File: src/rtl/md_pkg.sv
// md_pkg: shared op codes, FSM state encoding and op-class predicates for the
// multiply/divide issue stage.
// Contents: MD_* op constants, md_state_e, is_legal_op / is_long_op / writes_gpr.
package md_pkg;

  localparam logic [3:0] MD_NOP   = 4'd0;
  localparam logic [3:0] MD_DIV   = 4'd1;
  localparam logic [3:0] MD_DIVU  = 4'd2;
  localparam logic [3:0] MD_MFHI  = 4'd3;
  localparam logic [3:0] MD_MFLO  = 4'd4;
  localparam logic [3:0] MD_MTHI  = 4'd5;
  localparam logic [3:0] MD_MTLO  = 4'd6;
  localparam logic [3:0] MD_MUL   = 4'd7;
  localparam logic [3:0] MD_MULT  = 4'd8;
  localparam logic [3:0] MD_MULTU = 4'd9;

  typedef enum logic [1:0] {
    ST_IDLE   = 2'd0,
    ST_ISSUE  = 2'd1,
    ST_SETTLE = 2'd2
  } md_state_e;

  function automatic logic is_legal_op(input logic [3:0] op);
    return (op >= MD_DIV) && (op <= MD_MULTU);
  endfunction

  // Ops that leave a sticky done flag in the unit and therefore need a
  // flag-clearing bubble afterwards.
  function automatic logic is_long_op(input logic [3:0] op);
    return (op == MD_MUL) || (op == MD_MULT) || (op == MD_MULTU) ||
           (op == MD_DIV) || (op == MD_DIVU);
  endfunction

  function automatic logic writes_gpr(input logic [3:0] op);
    return (op == MD_MUL) || (op == MD_MFHI) || (op == MD_MFLO);
  endfunction

endpackage

File: src/rtl/md_issue_ctrl_watchdog.sv
// md_watchdog: saturating cycle counter with synchronous clear and enable,
// plus a sticky flag that rises once the count reaches MAX_CYC.
// Ports: clk, rst (sync, active-high), clr, en in; flag out.
module md_watchdog #(
  parameter int unsigned MAX_CYC = 40,
  parameter int unsigned CNT_W   = $clog2(MAX_CYC + 1)
) (
  input  logic clk,
  input  logic rst,
  input  logic clr,
  input  logic en,
  output logic flag
);

  localparam logic [CNT_W-1:0] MAX_W = CNT_W'(MAX_CYC);

  logic [CNT_W-1:0] cnt_q, cnt_d;
  logic             flag_q, flag_d;

  always_comb begin
    cnt_d = cnt_q;
    if (clr) begin
      cnt_d = '0;
    end else if (en && (cnt_q != MAX_W)) begin
      cnt_d = cnt_q + 1'b1;
    end
    // Clear only restarts the count; the flag is sticky until reset.
    flag_d = flag_q | (cnt_d == MAX_W);
  end

  always_ff @(posedge clk) begin
    if (rst) begin
      cnt_q  <= '0;
      flag_q <= 1'b0;
    end else begin
      cnt_q  <= cnt_d;
      flag_q <= flag_d;
    end
  end

  assign flag = flag_q;

endmodule

File: src/rtl/md_issue_ctrl.sv
// md_issue_ctrl: issue/sequencing stage in front of the negedge-clocked
// multiply/divide unit. Holds op/operands stable until Md_stall drops,
// captures the result as a one-cycle writeback pulse, inserts an MFHI bubble
// after long ops, and runs a stall watchdog.
// Ports: Clk, Rst (sync, active-high); In_* request with In_ready/Pipe_stall;
// Flush; Md_op/Rs_out/Rt_out to the unit, Md_stall/Res_in from it;
// Wb_valid/Wb_rd/Wb_data writeback; Busy, Err status.
module md_issue_ctrl
  import md_pkg::*;
#(
  parameter int unsigned WATCHDOG_CYC = 40
) (
  input  logic        Clk,
  input  logic        Rst,
  input  logic        In_valid,
  input  logic [3:0]  In_md_op,
  input  logic [31:0] In_rs,
  input  logic [31:0] In_rt,
  input  logic [4:0]  In_rd,
  output logic        In_ready,
  input  logic        Flush,
  output logic [3:0]  Md_op,
  output logic [31:0] Rs_out,
  output logic [31:0] Rt_out,
  input  logic        Md_stall,
  input  logic [31:0] Res_in,
  output logic        Wb_valid,
  output logic [4:0]  Wb_rd,
  output logic [31:0] Wb_data,
  output logic        Pipe_stall,
  output logic        Busy,
  output logic        Err
);

  md_state_e   state_q, state_d;

  logic [3:0]  md_op_q, md_op_d;
  logic [31:0] rs_q, rs_d;
  logic [31:0] rt_q, rt_d;
  logic [4:0]  rd_q, rd_d;
  logic        kill_q, kill_d;
  logic        wb_valid_q, wb_valid_d;
  logic [4:0]  wb_rd_q, wb_rd_d;
  logic [31:0] wb_data_q, wb_data_d;
  logic        ill_err_q, ill_err_d;

  logic        accept;
  logic        complete;
  logic        wd_en;
  logic        wd_flag;

  // ---------------------------------------------------------------------
  // FSM: state register
  // ---------------------------------------------------------------------
  always_ff @(posedge Clk) begin
    if (Rst) begin
      state_q <= ST_IDLE;
    end else begin
      state_q <= state_d;
    end
  end

  // ---------------------------------------------------------------------
  // FSM: next state
  // ---------------------------------------------------------------------
  always_comb begin
    state_d = state_q;
    unique case (state_q)
      ST_IDLE:   if (accept) state_d = ST_ISSUE;
      ST_ISSUE:  if (complete) state_d = is_long_op(md_op_q) ? ST_SETTLE : ST_IDLE;
      ST_SETTLE: state_d = ST_IDLE;
      default:   state_d = ST_IDLE;
    endcase
  end

  // ---------------------------------------------------------------------
  // FSM: outputs / handshake decode
  // ---------------------------------------------------------------------
  always_comb begin
    In_ready   = (state_q == ST_IDLE);
    Busy       = (state_q != ST_IDLE);
    Pipe_stall = In_valid && (state_q != ST_IDLE);
    // Illegal ops are consumed in IDLE too, but never start an issue.
    accept     = (state_q == ST_IDLE) && In_valid && is_legal_op(In_md_op);
    complete   = (state_q == ST_ISSUE) && !Md_stall;
    wd_en      = (state_q == ST_ISSUE);
  end

  // ---------------------------------------------------------------------
  // Operand / result register bank
  // ---------------------------------------------------------------------
  always_comb begin
    md_op_d    = md_op_q;
    rs_d       = rs_q;
    rt_d       = rt_q;
    rd_d       = rd_q;
    kill_d     = kill_q;
    wb_valid_d = 1'b0;
    wb_rd_d    = wb_rd_q;
    wb_data_d  = wb_data_q;
    ill_err_d  = ill_err_q;

    unique case (state_q)
      ST_IDLE: begin
        md_op_d = MD_NOP;
        if (accept) begin
          md_op_d = In_md_op;
          rs_d    = In_rs;
          rt_d    = In_rt;
          rd_d    = In_rd;
          kill_d  = 1'b0;
        end else if (In_valid) begin
          ill_err_d = 1'b1;
        end
      end
      ST_ISSUE: begin
        // The unit cannot abort, so a flush only suppresses the writeback.
        if (Flush) kill_d = 1'b1;
        if (complete) begin
          if (writes_gpr(md_op_q) && !kill_q && !Flush) begin
            wb_valid_d = 1'b1;
            wb_data_d  = Res_in;
            wb_rd_d    = rd_q;
          end
          // Drop the op on the completion edge; a held DIV would restart.
          // Long ops get one MFHI cycle to clear the unit's sticky done flags.
          md_op_d = is_long_op(md_op_q) ? MD_MFHI : MD_NOP;
        end
      end
      ST_SETTLE: begin
        md_op_d = MD_NOP;
      end
      default: begin
        md_op_d = MD_NOP;
      end
    endcase
  end

  always_ff @(posedge Clk) begin
    if (Rst) begin
      md_op_q    <= MD_NOP;
      rs_q       <= '0;
      rt_q       <= '0;
      rd_q       <= '0;
      kill_q     <= 1'b0;
      wb_valid_q <= 1'b0;
      wb_rd_q    <= '0;
      wb_data_q  <= '0;
      ill_err_q  <= 1'b0;
    end else begin
      md_op_q    <= md_op_d;
      rs_q       <= rs_d;
      rt_q       <= rt_d;
      rd_q       <= rd_d;
      kill_q     <= kill_d;
      wb_valid_q <= wb_valid_d;
      wb_rd_q    <= wb_rd_d;
      wb_data_q  <= wb_data_d;
      ill_err_q  <= ill_err_d;
    end
  end

  // ---------------------------------------------------------------------
  // Stall watchdog: counts cycles spent in ISSUE, restarted on each accept.
  // ---------------------------------------------------------------------
  md_watchdog #(
    .MAX_CYC (WATCHDOG_CYC)
  ) u_watchdog (
    .clk  (Clk),
    .rst  (Rst),
    .clr  (accept),
    .en   (wd_en),
    .flag (wd_flag)
  );

  assign Md_op    = md_op_q;
  assign Rs_out   = rs_q;
  assign Rt_out   = rt_q;
  assign Wb_valid = wb_valid_q;
  assign Wb_rd    = wb_rd_q;
  assign Wb_data  = wb_data_q;
  assign Err      = ill_err_q | wd_flag;

endmodule

File: config.mk
export PLATFORM = sky130hd
export DESIGN_NAME = md_issue_ctrl
export DESIGN_NICKNAME = d
export VERILOG_FILES = /design/src/rtl/md_pkg.sv /design/src/rtl/md_issue_ctrl_watchdog.sv /design/src/rtl/md_issue_ctrl.sv
export SDC_FILE = /design/constraint.sdc
export NUM_CORES = 1
export LEC_CHECK = 0
export ABC_AREA = 1
export CAP_MARGIN = 20
export CORE_ASPECT_RATIO = 0.5
export CORE_UTILIZATION = 35
export CTS_BUF_LIST = sky130_fd_sc_hd__clkbuf_16
export DETAILED_ROUTE_END_ITERATION = 12
export PLACE_DENSITY = 0.71
export SYNTH_ARGS = -nofsm -noshare
export SYNTH_HDL_FRONTEND = slang
export SYNTH_SLANG_ARGS = --single-unit
File: constraint.sdc
create_clock -name Clk -period 2.2 [get_ports Clk]
set_clock_uncertainty 0.05 [all_clocks]
set_input_delay 0.22 -clock Clk [delete_from_list [all_inputs] [get_ports Clk]]
set_output_delay 0.22 -clock Clk [all_outputs]
set_load 0.01 [all_outputs]
# Word level (Yosys, flattened, before mapping)
# Index checks and enable logic that the tools add are counted.
# W data, S select, Z words.
[totals]
register_bits = 122
in_bits = 110
output_inout_bits = 110
[classes]
bitwise_logic = 5
addsub = 1
n_eq_ne = 13
muxes = 14
reduce_logical = 26
order_cmp = 2
[op_table]
columns = ["cell", "n"]
rows = [
  ["$mux W6", 2],
  ["$reduce_and A3 Y1", 3],
  ["$eq A4 B2 Y1 const B", 2],
  ["$eq A4 B3 Y1 const B", 2],
  ["$eq A4 B4 Y1 const B", 2],
  ["$logic_and A1 B1 Y1", 8],
  ["$mux W2", 4],
  ["$mux W4", 2],
  ["$pmux W4 S2", 1],
  ["$add A6 B1 Y6 const B", 1],
  ["$eq A6 B6 Y1 const B", 1],
  ["$logic_or A1 B1 Y1", 6],
  ["$ne A6 B6 Y1 const B", 1],
  ["$eq A4 B1 Y1 const B", 1],
  ["$ge A4 B1 Y1 const B", 1],
  ["$le A4 B4 Y1 const B", 1],
  ["$ne A2 B2 Y1 const B", 2],
  ["$pmux W2 S2", 1],
  ["$reduce_and A2 Y1", 2],
  ["$reduce_bool A2 Y1", 2],
  ["$logic_not A1 Y1", 3],
  ["$mux W1", 3],
  ["$not A1 Y1", 3],
  ["$reduce_or A3 Y1", 1],
  ["other kinds (5)", 6],
]

# Depth between registers and ports, before layout
[logic_depth]
depth_word = 8
ltp_mapped = 12
mapped_depth_nobuf = 12

# By module
# A second synthesis with hierarchy kept.
[hier_totals]
cells_unflattened = 640
area_unflattened_um2 = 4901.0
[by_module_without_submodules]
columns = ["mod", "area_each_um2", "instances", "cells_each"]
rows = [
  ["md_issue_ctrl", 4446.8, 1, 570],
  ["md_watchdog", 454.2, 1, 70],
]

# Worst setup path before layout
# OpenSTA, ideal clock, no wires.
[synth_path]
path_kind = "reg2reg"
start = "reg state_q[0]"
end = "reg wb_data_q[31] (netlist: Wb_data[31])"
stages_incl_launch_ff = 10
arrival_time_ps = 1275
setup_slack_ps = 743
period_less_slack_ps = 1457
path_cell_list = "dfxtp_1 -> inv_2 -> nor2_4 -> o21ai_2 -> nor4_2 -> nand2_2 -> buf_6 -> buf_6 -> nand2_1 -> a21oi_1"
[synth_via]
elab_chain_cells = 3
[synth_lines]
columns = ["element", "line_no", "source"]
rows = [
  ["from (decl)", "md_issue_ctrl.sv:35", "md_state_e state_q, state_d;"],
  ["from (signal assigned)", "md_issue_ctrl.sv:59", "state_q <= state_d;"],
  ["$eq A2 B1 Y1 *", "md_issue_ctrl.sv:85, md_issue_ctrl.sv:103", ""],
  ["$logic_and A1 B1 Y1", "md_issue_ctrl.sv:85", "complete = (state_q == ST_ISSUE) && !Md_stall;"],
  ["$reduce_and A3 Y1 (no source line) *", "--", ""],
  ["to (signal assigned)", "md_issue_ctrl.sv:158", "wb_data_q <= wb_data_d;"],
  ["to (decl)", "md_issue_ctrl.sv:44", "logic [31:0] wb_data_q, wb_data_d;"],
]
# Mark *: on every way between the ends. The rest lies on a longest branch, timed or not.
# A chain may end at the register's enable or synchronous reset.

# Final worst setup path
[layout_path]
start = "reg state_q[1]"
end = "out Pipe_stall"
[layout_via]
elab_chain_cells = 2
[layout_lines]
columns = ["element", "line_no", "source"]
rows = [
  ["$reduce_bool A2 Y1", "md_issue_ctrl.sv:82", "Pipe_stall = In_valid && (state_q != ST_IDLE);"],
  ["$logic_and A1 B1 Y1", "md_issue_ctrl.sv:82", ""],
  ["to (decl)", "md_issue_ctrl.sv:30", "output logic Pipe_stall,"],
]
# No other way between the ends.

==> results_dict.tcl <==
set metrics [dict create \
    fmax_mhz 504 \
    p_int_mw 4.78 \
    clock_power_share_pct 50.7 \
    vias_per_cell 4.56 \
    synth_area_per_cell_um2 7.67 \
    clockBufferDepth 2 \
    combinational_family_with_the_most_area_after_synthesis "simple AND/OR/NAND/NOR gates" \
    global_route_wire_length_before_repair_um 20400 \
    wl_per_cell_um 13.5 \
    setup.worst_path.start_class "register" \
    routed-wl-met3_um 694 \
    cts_root_buffer "clkbuf_16" \
    finalPower_mw 6.12 \
    worst_max_slew_pin_slew_ps 372 \
    syn-num-nets 700 \
    grt_start_max_net_pins 63 \
    postSynthCellCount 588 \
    power.leakage_nw 2.75 \
    hpwlAfterDp_um 8870 \
    overflow 0 \
    netlist-cell-type-count 25 \
    power_per_cell_area_nw_per_um2 819 \
    drt_pre_antenna_iters 4 \
    hold_slack_ps 152 \
    report.final.slew_viol_count 0 \
    clk_pin_slew_ps 50 \
    detail_route.drc_violations 0 \
    post_cts.repair.setup_buffers 0 \
    timing.max_slew.rel_slack_pct 75.2 \
    hold_viol_final 0 \
    p_sw_mw 1.33 \
    synthFlopType "dfxtp_1" \
    first_global_vias 4109 \
    cts.htree.levels 4 \
    crit-reg2reg-launch "u_watchdog.cnt_q[0]" \
    drive_above_1_share_pct 6.03 \
    whs_endpoint "Wb_data[22]" \
    num_rows 28 \
    r2r-end "u_watchdog.flag" \
    final-setup-viol-count 0 \
    drt-met1-wl_um 5990 \
    worst_setup_path_end_kind "primary output" \
    setup_total_negative_slack_ps 0 \
    worst-setup-path-type "register to primary output" \
    ys_seq_area_share_pct 54.1 \
    holdCritPathClass "input port to register" \
    hold_path_startpoint "Rst" \
    synth_warnings 0 \
    nNetsFinal 911 \
    detailroute.wirelength.met2_um 6250 \
    power_frac_seq_pct 38.3 \
    timing.final.crit_period_ps 1990 \
    first_iter_violations 343 \
    synth_compound_area_share_pct 14.2 \
    worst_ir_drop_vdd_uv 437 \
    cts_made_buffers 17 \
    num_io_pins 220 \
    antenna_cells 0 \
    grt_setup_unrepaired "no" \
    switching_share_pct 21.8 \
    synth_edf_count 0 \
    detailroute.via_count 4455 \
    areaGrowthSynthToFinish_pct 65.5 \
    gp_congestion 0.782 \
    cts_hold_repair.buffers 0 \
    route.antenna.remaining_nets 0 \
    die-area_um2 13400 \
    cts_num_sinks 122 \
    top_signal_layer_used "met4" \
    global_route.usage.total_pct 19.4 \
    ctsResizeCount 0 \
    layout.filler_cells 1040 \
    power.share.combinational_pct 11.0 \
    rr_worst_depth 12 \
    die_h_um 82.3 \
    drv_cap 0 \
    floorplan.core_area_um2 12200 \
    cts_tree "done" \
    synth.area.mux_share_pct 0 \
    layout_worst_path_cycle_share_pct 90.2 \
    netlist_area_um2 4510 \
    synthesized_area_fraction_occupied_by_adder_cells_pct 0.555 \
    post_synthesis_xor_xnor_area_fraction_pct 0.388 \
    critPathMaxFanout 4 \
    placement.setup.worst_slack_ps 217 \
    floorplan.initialDensity_pct 37.0 \
    hold_depth 2 \
    synthArstFlopShare_pct 0 \
    critical_path_data_required_time_ps 1930 \
    detail_route.wirelength_um 13200 \
    clock_latency_of_the_later_clocked_register_in_the_worst_skew_pair_ps 400 \
    timing.critical_path.arrival_ps 1720 \
    antenna_found_initial 0 \
    synth-simple-area-share_pct 24.3 \
    worst-r2r-setup-slack_ps 520 \
    final_core_util_pct 61.3 \
    postLayoutSetupSlackWorst_ps 215 \
    yosys_register_bits 122 \
    horiz_die_dim_um 163 \
    outcome "finished, final reports clean" \
    port-buffer-count 219 \
]
==> cell families (layout without fill, tap and decap cells) <==
| family | after synthesis | in the layout |
|---|---|---|
| fa+ha+maj | 2 | 2 |
| xor+xnor | 2 | 2 |
| simple gates | 277 | 277 |
| buf+inv | 59 | 283 |
| compound gates | 126 | 126 |
| flops | 122 | 122 |
==> cell usage after synthesis (2+ instances only) <==
cell type,count,area (um2)
nand4_1,2,12.5
inv_1,19,71.3
nor2_1,13,48.8
buf_4,3,22.5
xor2_1,2,17.5
ha_1,2,25.0
buf_2,8,40.0
nor3_1,2,10.0
clkbuf_1,19,71.3
o21ai_0,7,35.0
a21oi_1,116,581
dfxtp_1,122,2440
nand3_1,14,70.1
inv_2,3,11.3
nand2_2,2,12.5
nand2_1,240,901
buf_6,6,67.6
==> final cells by class <==
class	count	area [um2]	share of cell area (%)
Tap cell	165	206	2.76
Clock buffer	17	425	5.70
Inverter	23	91.3	1.22
Timing Repair Buffer	228	2290	30.7
Sequential cell	122	2440	32.7
Clock inverter	15	231	3.10
Multi-Input combinational cell	407	1780	23.8
==> metal layers <==
| metal | vias to the layer above | GRT usage (%) |
|---|---|---|
| li1 | 2301 | - |
| met1 | 2021 | 24.0 |
| met2 | 117 | 32.6 |
| met3 | 16 | 5.49 |
| met4 | 0 | 7.29 |
| met5 | - | 0 |
==> worst max path at each step <==
| stage | slack (ps) | from | cells past startpoint | endpoint |
|---|---|---|---|---|
| floorplan | 740 | state_q[0] | 9 | Wb_data[31] |
| global placement | 270 | In_md_op[2] | 7 | u_watchdog.flag |
| detailed placement | 220 | In_md_op[2] | 7 | Rs_out[25] |
| CTS | 200 | state_q[1] | 5 | Pipe_stall |
| global route | 130 | state_q[1] | 5 | Pipe_stall |
| finish | 210 | state_q[1] | 5 | Pipe_stall |
==> registers in the layout, summed over array words and instances (netlist names) <==
name              cells
kill_q                1
u_watchdog.flag       1
Wb_data              32
Wb_valid              1
Md_op                 4
u_watchdog.cnt_q      6
Rt_out               32
rd_q                  5
state_q               2
ill_err_q             1
Wb_rd                 5
Rs_out               32
==> through the flow <==
stage / cells / instance area [um2]
finish: 977 / 7470
global route: 977 / 7470
CTS: 977 / 7470
detailed placement: 945 / 6810
global placement: 945 / 6810
floorplan: 588 / 4510
==> power by group through the flow <==
stage | logic [mW] | clock network (mW) | registers [mW]
4_1_cts | 0.678 | 3.16 | 2.34
2_1_floorplan | 0.224 | 0 | 2.42
6_report | 0.672 | 3.10 | 2.34
3_3_place_gp | 0.667 | 0 | 2.39
3_5_place_dp | 0.673 | 0 | 2.39
5_1_grt | 0.729 | 3.27 | 2.35
==> placed cells by master (no fill, tap or decap), drive strengths merged <==
cell	netlist	routed
xor2	2	2
dfxtp	122	122
clkbuf	19	17
o211ai	1	1
nand2	242	242
clkinvlp	0	1
nor2	14	14
inv	22	24
o21ai	8	8
nor4	1	1
a21oi	116	116
bufinv	0	6
o21bai	1	1
nand4	2	2
nand3	15	15
buf	17	10
clkdlybuf4s50	0	218
clkinv	1	7
ha	2	2
nor3	2	2
or2	1	1
==> worst max-delay path, cell delays in order (launching register included) <==
cell and delay, ps:
dfxtp_1 410, inv_2 70, nand2_2 110, inv_1 70, nor2_1 90, clkdlybuf4s50_1 550
Power figures use the tool's default switching activity.
